[src/rtl/tdc_pkg.sv]
// -----------------------------------------------------------------------------
// tdc_pkg
// Shared definitions for the TDC interval-capture block:
//   - FSM state encoding used by tdc_interval_capture (IDLE/RUN/ENCODE/DONE)
//   - default parameter values (TAPS, FINE_W, COARSE_W, drop counter width)
//   - tdc_clog2(): constant-foldable ceil(log2) used for parameter sizing
// No ports; import with "import tdc_pkg::*;".
// -----------------------------------------------------------------------------
package tdc_pkg;

  // Default delay-line length and counter widths.
  localparam int TDC_TAPS_DEF     = 64;
  localparam int TDC_FINE_W_DEF   = 7;   // holds 0..64
  localparam int TDC_COARSE_W_DEF = 16;

  // Width of the optional dropped-pulse counter.
  localparam int TDC_DROP_W       = 16;

  // Measurement FSM encoding. The numeric values are visible on the
  // debug state output, so keep them fixed.
  typedef enum logic [1:0] {
    IDLE   = 2'd0,
    RUN    = 2'd1,
    ENCODE = 2'd2,
    DONE   = 2'd3
  } tdc_state_t;

  // ceil(log2(value)); returns 0 for value <= 1.
  function automatic int tdc_clog2(input int value);
    int r;
    int v;
    r = 0;
    v = value - 1;
    while (v > 0) begin
      r = r + 1;
      v = v >> 1;
    end
    return r;
  endfunction

endpackage

[src/rtl/therm_popcount.sv]
// -----------------------------------------------------------------------------
// therm_popcount
// Purely combinational ones-count of a thermometer code, built as a balanced
// binary adder tree. Counting ones (rather than locating the 0/1 boundary)
// makes the result tolerant of single-bit bubbles in the delay-line sample.
//
// Parameters:
//   TAPS   - width of the thermometer code
//   FINE_W - result width; must be able to hold the value TAPS
// Ports:
//   i_code  in  [TAPS-1:0]   thermometer code
//   o_count out [FINE_W-1:0] number of ones in i_code (0..TAPS)
// -----------------------------------------------------------------------------
module therm_popcount
  import tdc_pkg::*;
#(
  parameter int TAPS   = TDC_TAPS_DEF,
  parameter int FINE_W = TDC_FINE_W_DEF
) (
  input  logic [TAPS-1:0]   i_code,
  output logic [FINE_W-1:0] o_count
);

  // Tree depth, at least one level so the root is always an adder node.
  localparam int LVLS  = (tdc_clog2(TAPS) < 1) ? 1 : tdc_clog2(TAPS);
  localparam int NLEAF = 1 << LVLS;

  // Code zero-extended to a power-of-two leaf count; pad leaves read as 0.
  logic [NLEAF-1:0]  w_padded;
  // Heap-ordered tree: node n sums nodes 2n and 2n+1, leaves at NLEAF..2*NLEAF-1.
  logic [FINE_W-1:0] w_node [1:2*NLEAF-1];

  assign w_padded = NLEAF'(i_code);

  always_comb begin
    for (int n = 1; n < 2 * NLEAF; n++) begin
      w_node[n] = '0;
    end
    for (int i = 0; i < NLEAF; i++) begin
      w_node[NLEAF + i] = FINE_W'(w_padded[i]);
    end
    // Children always have larger indices, so walking downward computes
    // every operand before it is consumed.
    for (int n = NLEAF - 1; n >= 1; n--) begin
      w_node[n] = w_node[2 * n] + w_node[2 * n + 1];
    end
  end

  assign o_count = w_node[1];

endmodule

[src/rtl/tdc_interval_capture.sv]
// -----------------------------------------------------------------------------
// tdc_interval_capture
// Sits behind the start/stop edge detectors of a delay-line TDC. On a start
// pulse it freezes the thermometer code and begins counting clk edges; on the
// stop pulse it freezes the code again and latches the count. One ENCODE cycle
// converts both frozen codes to ones-counts, then a single measurement record
// is offered to the readout logic.
//
// Optional feature (macro TDC_DROP_COUNT_EN):
//   adds output drop_count, a saturating count of pulses that could not be
//   used: start pulses while a measurement is in progress and stop pulses
//   while idle. Without the macro the port does not exist.
//
// Parameters: TAPS (delay-line taps), FINE_W (fine width, holds 0..TAPS),
//             COARSE_W (cycle counter width).
// Ports:
//   clk              in   system clock, rising edge
//   reset            in   synchronous, active-high
//   start_pulse      in   one-cycle start event
//   stop_pulse       in   one-cycle stop event
//   therm_code       in   [TAPS-1:0] registered delay-line sample
//   meas_ready       in   consumer accepts record
//   meas_valid       out  record available
//   meas_coarse      out  [COARSE_W-1:0] clk edges from start to stop capture
//   meas_fine_start  out  [FINE_W-1:0] ones-count of code at start
//   meas_fine_stop   out  [FINE_W-1:0] ones-count of code at stop (0 on timeout)
//   meas_timeout     out  counter saturated before a stop arrived
//   drop_count       out  [15:0] dropped pulses (TDC_DROP_COUNT_EN only)
//   dbg_state        out  [1:0] current FSM state (tdc_state_t encoding)
//   busy             out  state != IDLE
//
// Handshake: a record transfers on a rising edge where meas_valid and
// meas_ready are both high. meas_valid never drops and the record fields
// never change until that transfer; meas_ready may toggle freely and has no
// effect while meas_valid is low. After the transfer the fields keep their
// last values, and the block is idle from the next cycle on.
// -----------------------------------------------------------------------------
module tdc_interval_capture
  import tdc_pkg::*;
#(
  parameter int TAPS     = TDC_TAPS_DEF,
  parameter int FINE_W   = TDC_FINE_W_DEF,
  parameter int COARSE_W = TDC_COARSE_W_DEF
) (
  input  logic                  clk,
  input  logic                  reset,
  input  logic                  start_pulse,
  input  logic                  stop_pulse,
  input  logic [TAPS-1:0]       therm_code,
  input  logic                  meas_ready,
  output logic                  meas_valid,
  output logic [COARSE_W-1:0]   meas_coarse,
  output logic [FINE_W-1:0]     meas_fine_start,
  output logic [FINE_W-1:0]     meas_fine_stop,
  output logic                  meas_timeout,
`ifdef TDC_DROP_COUNT_EN
  output logic [TDC_DROP_W-1:0] drop_count,
`endif
  output logic [1:0]            dbg_state,
  output logic                  busy
);

  localparam logic [COARSE_W-1:0] CNT_MAX = '1;
  localparam logic [COARSE_W-1:0] CNT_ONE = COARSE_W'(1);

  // FSM and measurement state
  tdc_state_t          r_state;
  logic [COARSE_W-1:0] r_cnt;
  logic [COARSE_W-1:0] r_coarse;
  logic                r_timeout;
  logic [TAPS-1:0]     r_start_raw;
  logic [TAPS-1:0]     r_stop_raw;

  // Registered record outputs
  logic                r_meas_valid;
  logic [COARSE_W-1:0] r_meas_coarse;
  logic [FINE_W-1:0]   r_meas_fine_start;
  logic [FINE_W-1:0]   r_meas_fine_stop;
  logic                r_meas_timeout;

  // Ones-counts of the frozen codes
  logic [FINE_W-1:0]   w_fine_start;
  logic [FINE_W-1:0]   w_fine_stop;

  therm_popcount #(
    .TAPS   (TAPS),
    .FINE_W (FINE_W)
  ) u_pop_start (
    .i_code  (r_start_raw),
    .o_count (w_fine_start)
  );

  therm_popcount #(
    .TAPS   (TAPS),
    .FINE_W (FINE_W)
  ) u_pop_stop (
    .i_code  (r_stop_raw),
    .o_count (w_fine_stop)
  );

  // ---------------------------------------------------------------------------
  // Measurement FSM
  // r_cnt is loaded with 1 on the start edge and incremented on every RUN
  // edge without a stop, so a stop n edges after the start latches n.
  // ---------------------------------------------------------------------------
  always_ff @(posedge clk) begin
    if (reset) begin
      r_state           <= IDLE;
      r_cnt             <= '0;
      r_coarse          <= '0;
      r_timeout         <= 1'b0;
      r_start_raw       <= '0;
      r_stop_raw        <= '0;
      r_meas_valid      <= 1'b0;
      r_meas_coarse     <= '0;
      r_meas_fine_start <= '0;
      r_meas_fine_stop  <= '0;
      r_meas_timeout    <= 1'b0;
    end else begin
      case (r_state)
        IDLE: begin
          // A stop in the same cycle as the start is simply ignored.
          if (start_pulse) begin
            r_start_raw <= therm_code;
            r_cnt       <= CNT_ONE;
            r_state     <= RUN;
          end
        end

        RUN: begin
          // Stop is checked first so a stop in the saturating cycle still
          // produces a normal measurement.
          if (stop_pulse) begin
            r_stop_raw <= therm_code;
            r_coarse   <= r_cnt;
            r_timeout  <= 1'b0;
            r_state    <= ENCODE;
          end else if (r_cnt == CNT_MAX) begin
            r_stop_raw <= '0;
            r_coarse   <= CNT_MAX;
            r_timeout  <= 1'b1;
            r_state    <= ENCODE;
          end else begin
            r_cnt <= r_cnt + CNT_ONE;
          end
        end

        ENCODE: begin
          r_meas_fine_start <= w_fine_start;
          r_meas_fine_stop  <= w_fine_stop;
          r_meas_coarse     <= r_coarse;
          r_meas_timeout    <= r_timeout;
          r_meas_valid      <= 1'b1;
          r_state           <= DONE;
        end

        DONE: begin
          if (r_meas_valid && meas_ready) begin
            r_meas_valid <= 1'b0;
            r_state      <= IDLE;
          end
        end

        default: begin
          r_state <= IDLE;
        end
      endcase
    end
  end

`ifdef TDC_DROP_COUNT_EN
  // ---------------------------------------------------------------------------
  // Dropped-pulse counter. Outside IDLE only starts are unusable; inside IDLE
  // only stops are (a start there is always taken). That makes at most one
  // event per cycle, so a same-cycle start+stop in IDLE counts once.
  // ---------------------------------------------------------------------------
  logic [TDC_DROP_W-1:0] r_drop_count;
  logic                  w_drop_evt;

  assign w_drop_evt = (r_state == IDLE) ? stop_pulse : start_pulse;

  always_ff @(posedge clk) begin
    if (reset) begin
      r_drop_count <= '0;
    end else if (w_drop_evt && (r_drop_count != {TDC_DROP_W{1'b1}})) begin
      r_drop_count <= r_drop_count + TDC_DROP_W'(1);
    end
  end

  assign drop_count = r_drop_count;
`endif

  // ---------------------------------------------------------------------------
  // Outputs
  // ---------------------------------------------------------------------------
  assign meas_valid      = r_meas_valid;
  assign meas_coarse     = r_meas_coarse;
  assign meas_fine_start = r_meas_fine_start;
  assign meas_fine_stop  = r_meas_fine_stop;
  assign meas_timeout    = r_meas_timeout;
  assign dbg_state       = r_state;
  assign busy            = (r_state != IDLE);

endmodule

[config.mk]
export PLATFORM = sky130hd
export DESIGN_NAME = tdc_interval_capture
export DESIGN_NICKNAME = d
export VERILOG_FILES = /design/src/rtl/tdc_pkg.sv /design/src/rtl/therm_popcount.sv /design/src/rtl/tdc_interval_capture.sv
export SDC_FILE = /design/constraint.sdc
export NUM_CORES = 1
export LEC_CHECK = 0
export ABC_AREA = 1
export CAP_MARGIN = 30
export CELL_PAD_IN_SITES_DETAIL_PLACEMENT = 1
export CELL_PAD_IN_SITES_GLOBAL_PLACEMENT = 1
export CORE_MARGIN = 3
export CORE_UTILIZATION = 47
export CTS_BUF_LIST = sky130_fd_sc_hd__clkbuf_16
export CTS_CLUSTER_SIZE = 40
export DETAILED_ROUTE_END_ITERATION = 8
export PLACE_DENSITY = 0.95
export SYNTH_ARGS = -nofsm -noshare
export SYNTH_HDL_FRONTEND = slang
export SYNTH_HIERARCHICAL = 1
export SYNTH_SLANG_ARGS = --single-unit
[constraint.sdc]
create_clock -name clk -period 14.7 [get_ports clk]
set_input_delay 2.205 -clock clk [delete_from_list [all_inputs] [get_ports clk]]
set_output_delay 2.205 -clock clk [all_outputs]
set_load 0.03 [all_outputs]
Word-level counts from Yosys, hierarchy flattened. Cells that the tools add are included.

Register bits: 195. Latch bits: 0. RAM bits: 0. ROM bits: 0. Input bits: 69. Output and inout port bits: 35. Word-level logic and storage cells: 175. Memories: 0.

$add $sub $neg: 127. Multiply operators: 0. Div/mod/pow operators: 0. $lt $le $gt $ge: 0. Equality and inequality tests: 9. Shift operators: 0. Muxes and demuxes: 17. Bitwise gates (word level): 0. Reduce and logical (&&, ||, !) cells: 11.

Operators by type and width (count): $add 7x7->7 (62); $add 1x1->2 (64); $mux 64 (2); $mux 16 (5); $pmux 16 s2 (1); $add 16x1->16 const B (1); $eq 16x16->1 const B (1); $mux 2 (4); $ne 2x2->1 const B (4); $pmux 2 s4 (1); $reduce_bool 2->1 (4); $reduce_and 2->1 (3); $eq 2x2->1 const B (2); $reduce_and 4->1 (1); $mux 1 (3); $ne 3x3->1 const B (1); $reduce_and 3->1 (1); $eq 2x1->1 const B (1); $logic_not 2->1 (1); $pmux 1 s2 (1); $logic_and 1x1->1 (1).

Longest topological paths before layout.
Depth in word-level cells: 6. Mapped depth: 23. Depth with buffers taken out: 23.

Modules after synthesis. Netlist, hierarchy kept.

By module, submodules not included: tdc_interval_capture (instances 1, cells an instance 966, area each 7654.8 µm²); therm_popcount (instances 2, cells an instance 191, area each 1804.2 µm²).

Least setup slack after synthesis. No wires, ideal clock.

Path type: register to register. Start point: register r_stop_raw[39]. End point: register r_meas_fine_stop[4], in the netlist meas_fine_stop[4]. Library setup time: 0.116 ns. Data arrival time: 5.510 ns. Slack: 9.074 ns. Cell stages (with the launch flop): 21. Buffers on the path: 0. Path through: dfxtp_1 > inv_1 > fa_1 > inv_1 > fa_1 > fa_1 > inv_1 > fa_1 > inv_1 > fa_1 > fa_1 > fa_1 > inv_1 > fa_1 > inv_1 > fa_1 > nand3_1 > nand2_1 > xor2_1 > nor2_1 > nor2_1.

Word-level cells in the longest chain between the ends: 6.

RTL lines: start, declared (line tdc_interval_capture.sv:72) `logic [TAPS-1:0] r_stop_raw;`; start signal, assigned (line tdc_interval_capture.sv:134) `r_stop_raw <= therm_code;`; $add 1x1->2 (line therm_popcount.sv:45) `w_node[n] = w_node[2 * n] + w_node[2 * n + 1];`; $add 7x7->7 (5 in a row) (line therm_popcount.sv:45); via w_fine_stop[4] (line tdc_interval_capture.sv:83) `logic [FINE_W-1:0] w_fine_stop;`; end signal, assigned (line tdc_interval_capture.sv:150) `r_meas_fine_stop <= w_fine_stop;`; end, declared (line tdc_interval_capture.sv:78) `logic [FINE_W-1:0] r_meas_fine_stop;`.

The timed path passes the listed nets, and every way through them passes these cells. A chain may end at the register's enable or synchronous reset.

Final worst setup path.
Start point: register r_start_raw[51]. End point: register r_meas_fine_start[4], in the netlist meas_fine_start[4].

Word-level cells in the longest chain between the ends: 6.

RTL lines: start, declared (line tdc_interval_capture.sv:71) `logic [TAPS-1:0] r_start_raw;`; start signal, assigned (line tdc_interval_capture.sv:124) `r_start_raw <= therm_code;`; $add 1x1->2 (line therm_popcount.sv:45); $add 7x7->7 (5 in a row) (line therm_popcount.sv:45); via w_fine_start[4] (line tdc_interval_capture.sv:82) `logic [FINE_W-1:0] w_fine_start;`; end signal, assigned (line tdc_interval_capture.sv:149) `r_meas_fine_start <= w_fine_start;`; end, declared (line tdc_interval_capture.sv:77) `logic [FINE_W-1:0] r_meas_fine_start;`.

The timed path passes the listed nets, and every way through them passes these cells.

==> flow_summary.yaml <==
cts:
  clk_latency_ps: 470
  clockRootBuffer: "clkbuf_16"
  cts_buffer_depth: 2
  cts_made_buffers: 17
  cts_hold_buf: 0
  clkTransAtPathRegs_ps: 90
  h-tree-depth: 4
  post_cts.repair.setup_buffers: 0
  cts_resized: 0
  cts_tree: "built"
  clkSinkCount: 195
die:
  io-pin-count: 104
  die_area_um2: 25900
  die_x_um: 161
  coreArea_um2: 23500
  die_y_um: 161
  rows: 56
  start_util_pct: 47.8
finish:
  layout_commonest_cell: "nor2_1"
  final_nets: 1638
  mostFrequentLayoutCells: "nor2_1, inv_1, dfxtp_1, nand2_1, o21ai_0"
  finalInstanceArea_um2: 13200
  drive_above_1_share_pct: 8.33
  regArea_um2: 3900
  fillerInstances: 2804
  area_delta_synth_final_pct: 16.9
  multiInputGateArea_um2: 6160
  diodes: 0
worst_setup_path:
  worst_r2r_path_depth: 20
  cpPeakStageDelay_ps: 620
  reg2reg_from: "r_start_raw[51]"
  r2r-end: "meas_fine_start[4]"
  crit_type: "flip-flop to flip-flop"
  crit_chain: "inv_1 -> fa_1 -> inv_1 -> fa_1 -> fa_1 -> inv_1 -> fa_1 -> inv_1 -> fa_1 -> fa_1 -> fa_1 -> inv_1 -> fa_1 -> inv_1 -> fa_1 -> nand3_1 -> nand2_1 -> xor2_1 -> nor2_1 -> nor2_1"
  reg2reg_setup_slack_ps: 8110
  crit_path_start_kind: "flip-flop"
  slowest_stage: "fa_1"
  arrival_ps: 7000
  cpMostUsedCell: "fa_1"
  worstPathMaxFanout: 3
  startpoint: "r_start_raw[51]"
  crit_required_ps: 15110
  endpoint_kind: "flip-flop"
sta:
  fin_crit_sh_pct: 44.8
  rsz0062_at_grt: "false"
  maxSlewViolCount: 0
  tightest_slew_ps: 927
  fin_crit_ps: 6590
  finalSetupTns_ps: 0
  hold_violations: 0
  slew_headroom_pct: 38.2
  setup_slack_ps: 8110
  max_freq_mhz: 152
  setup_viol: 0
  fin_skew_ps: 16.2
detailed_routing:
  ant_nets: 0
  wire_per_inst_um: 25.0
  routed_wl_um: 43700
  via_count: 10200
  drt-initial-drc-count: 853
  drt-pass1-iter-count: 5
  viasPerCell: 5.82
  post-route-drc-count: 0
synthesis:
  ys_warn_count: 6
  synth-seq-area-share_pct: 34.7
  yosysUniqueCellTypes: 30
  avgSynthCellArea_um2: 8.36
  synth.net_count: 1571
  syn-cell-area_um2: 11300
  synthCells: 1348
  ys_ff_latch: 195
global_routing:
  grt_antenna_before_repair: 1
  grt_pass1_wl_um: 63000
  grtUsageMet1_pct: 34.7
  met3_usage_pct: 7.22
  grt_max_degree: 106
  grt_util_met2_pct: 56.2
  busiest_layer: "met2"
  grt-ovfl-total: 0
  grt_pass1_vias: 11200
  grtUsageTotal_pct: 31.6
min_path:
  hold_end: "r_coarse[14]"
  min_from: "r_coarse[14]"
  hp-class: "flip-flop to flip-flop"
  min_path_cells: 2
placed_design:
  dpl_worst_slack_ps: 8630
  hpwlAfterDp_um: 26500
  io_buffers: 103
  dpl_cell_area_um2: 12500
  routabilityCongestion: 0.902
outcome:
  status: "finished clean"
run:
  max-cap-violations: 0
[flip-flops by register name (all words and copies together), names as in the netlist]
signal / count
dbg_state: 2
meas_coarse: 16
meas_fine_start: 7
meas_fine_stop: 7
meas_timeout: 1
meas_valid: 1
r_cnt: 16
r_coarse: 16
r_start_raw: 64
r_stop_raw: 64
r_timeout: 1
[per-stage QoR]
step                      cells  utilization (%)  hold WS, ps
after CTS                  1744             55.6          480
after global routing       1747             55.9          512
after global placement     1711             52.8          449
final                      1747             55.9          476
after detailed placement   1712             52.9          458
after floorplan            1348                -          429
[worst max-delay path by stage]
stage,to,cells past startpoint
3_3_place_gp,meas_fine_stop[4],20
3_5_place_dp,meas_fine_stop[4],20
6_report,meas_fine_start[4],20
4_1_cts,meas_fine_start[4],20
5_1_grt,meas_fine_start[4],20
2_1_floorplan,meas_fine_stop[4],20
[critical path: cells and delay by family (launching register included)]
kind                     cells  cell delay, ps
AND/OR/NAND/NOR              4             460
adder cells (fa/ha/maj)      9            4950
flip-flops                   1             370
buffers and inverters        6             490
XOR/XNOR                     1             270
[kinds of logic after synthesis]
kind of cell,after synthesis,synth area share [%]
buffers and inverters,301,10.7
XOR/XNOR,9,0.700
AND/OR/NAND/NOR,466,19.6
adder cells (fa/ha/maj),154,24.3
AO/OA/AOI/OAI,223,10.1
flip-flops,195,34.7
[final cells by class]
class                   count  area share (%)
multi-input cells         852            46.8
flip-flops and latches    195            29.7
repair buffers            115            9.03
inverters                 234            6.67
clock buffers              17            3.23
well taps                 319            3.03
clock inverters            15            1.55
[synth_stat cells, drive strengths merged]
| cell type | instances | share of area [%] |
|---|---|---|
| nor3b | 1 | 0.067 |
| nor3 | 1 | 0.044 |
| a221oi | 1 | 0.078 |
| buf | 21 | 1.4 |
| clkbuf | 46 | 1.5 |
| xnor2 | 3 | 0.23 |
| nand2 | 138 | 4.8 |
| nand3 | 85 | 6.2 |
| inv | 234 | 7.8 |
| o21ai | 119 | 5.3 |
| nand4 | 8 | 0.44 |
| or2 | 1 | 0.056 |
| nor2 | 232 | 7.9 |
| o211ai | 2 | 0.13 |
| dfxtp | 195 | 35 |
| a211oi | 1 | 0.11 |
| a21oi | 100 | 4.5 |
| xor2 | 6 | 0.47 |
| ha | 46 | 5.1 |
| fa | 108 | 19 |
[per-layer routing]
metal	vias up	share of wire [%]
li1	4283	-
met1	5121	35
met2	541	51
met3	226	6.0
met4	2	8.1
met5	-	0.030
Power is left out: the tool's default activity adds up to more than one toggle a clock period on the data nets, which glitch-free logic cannot reach.
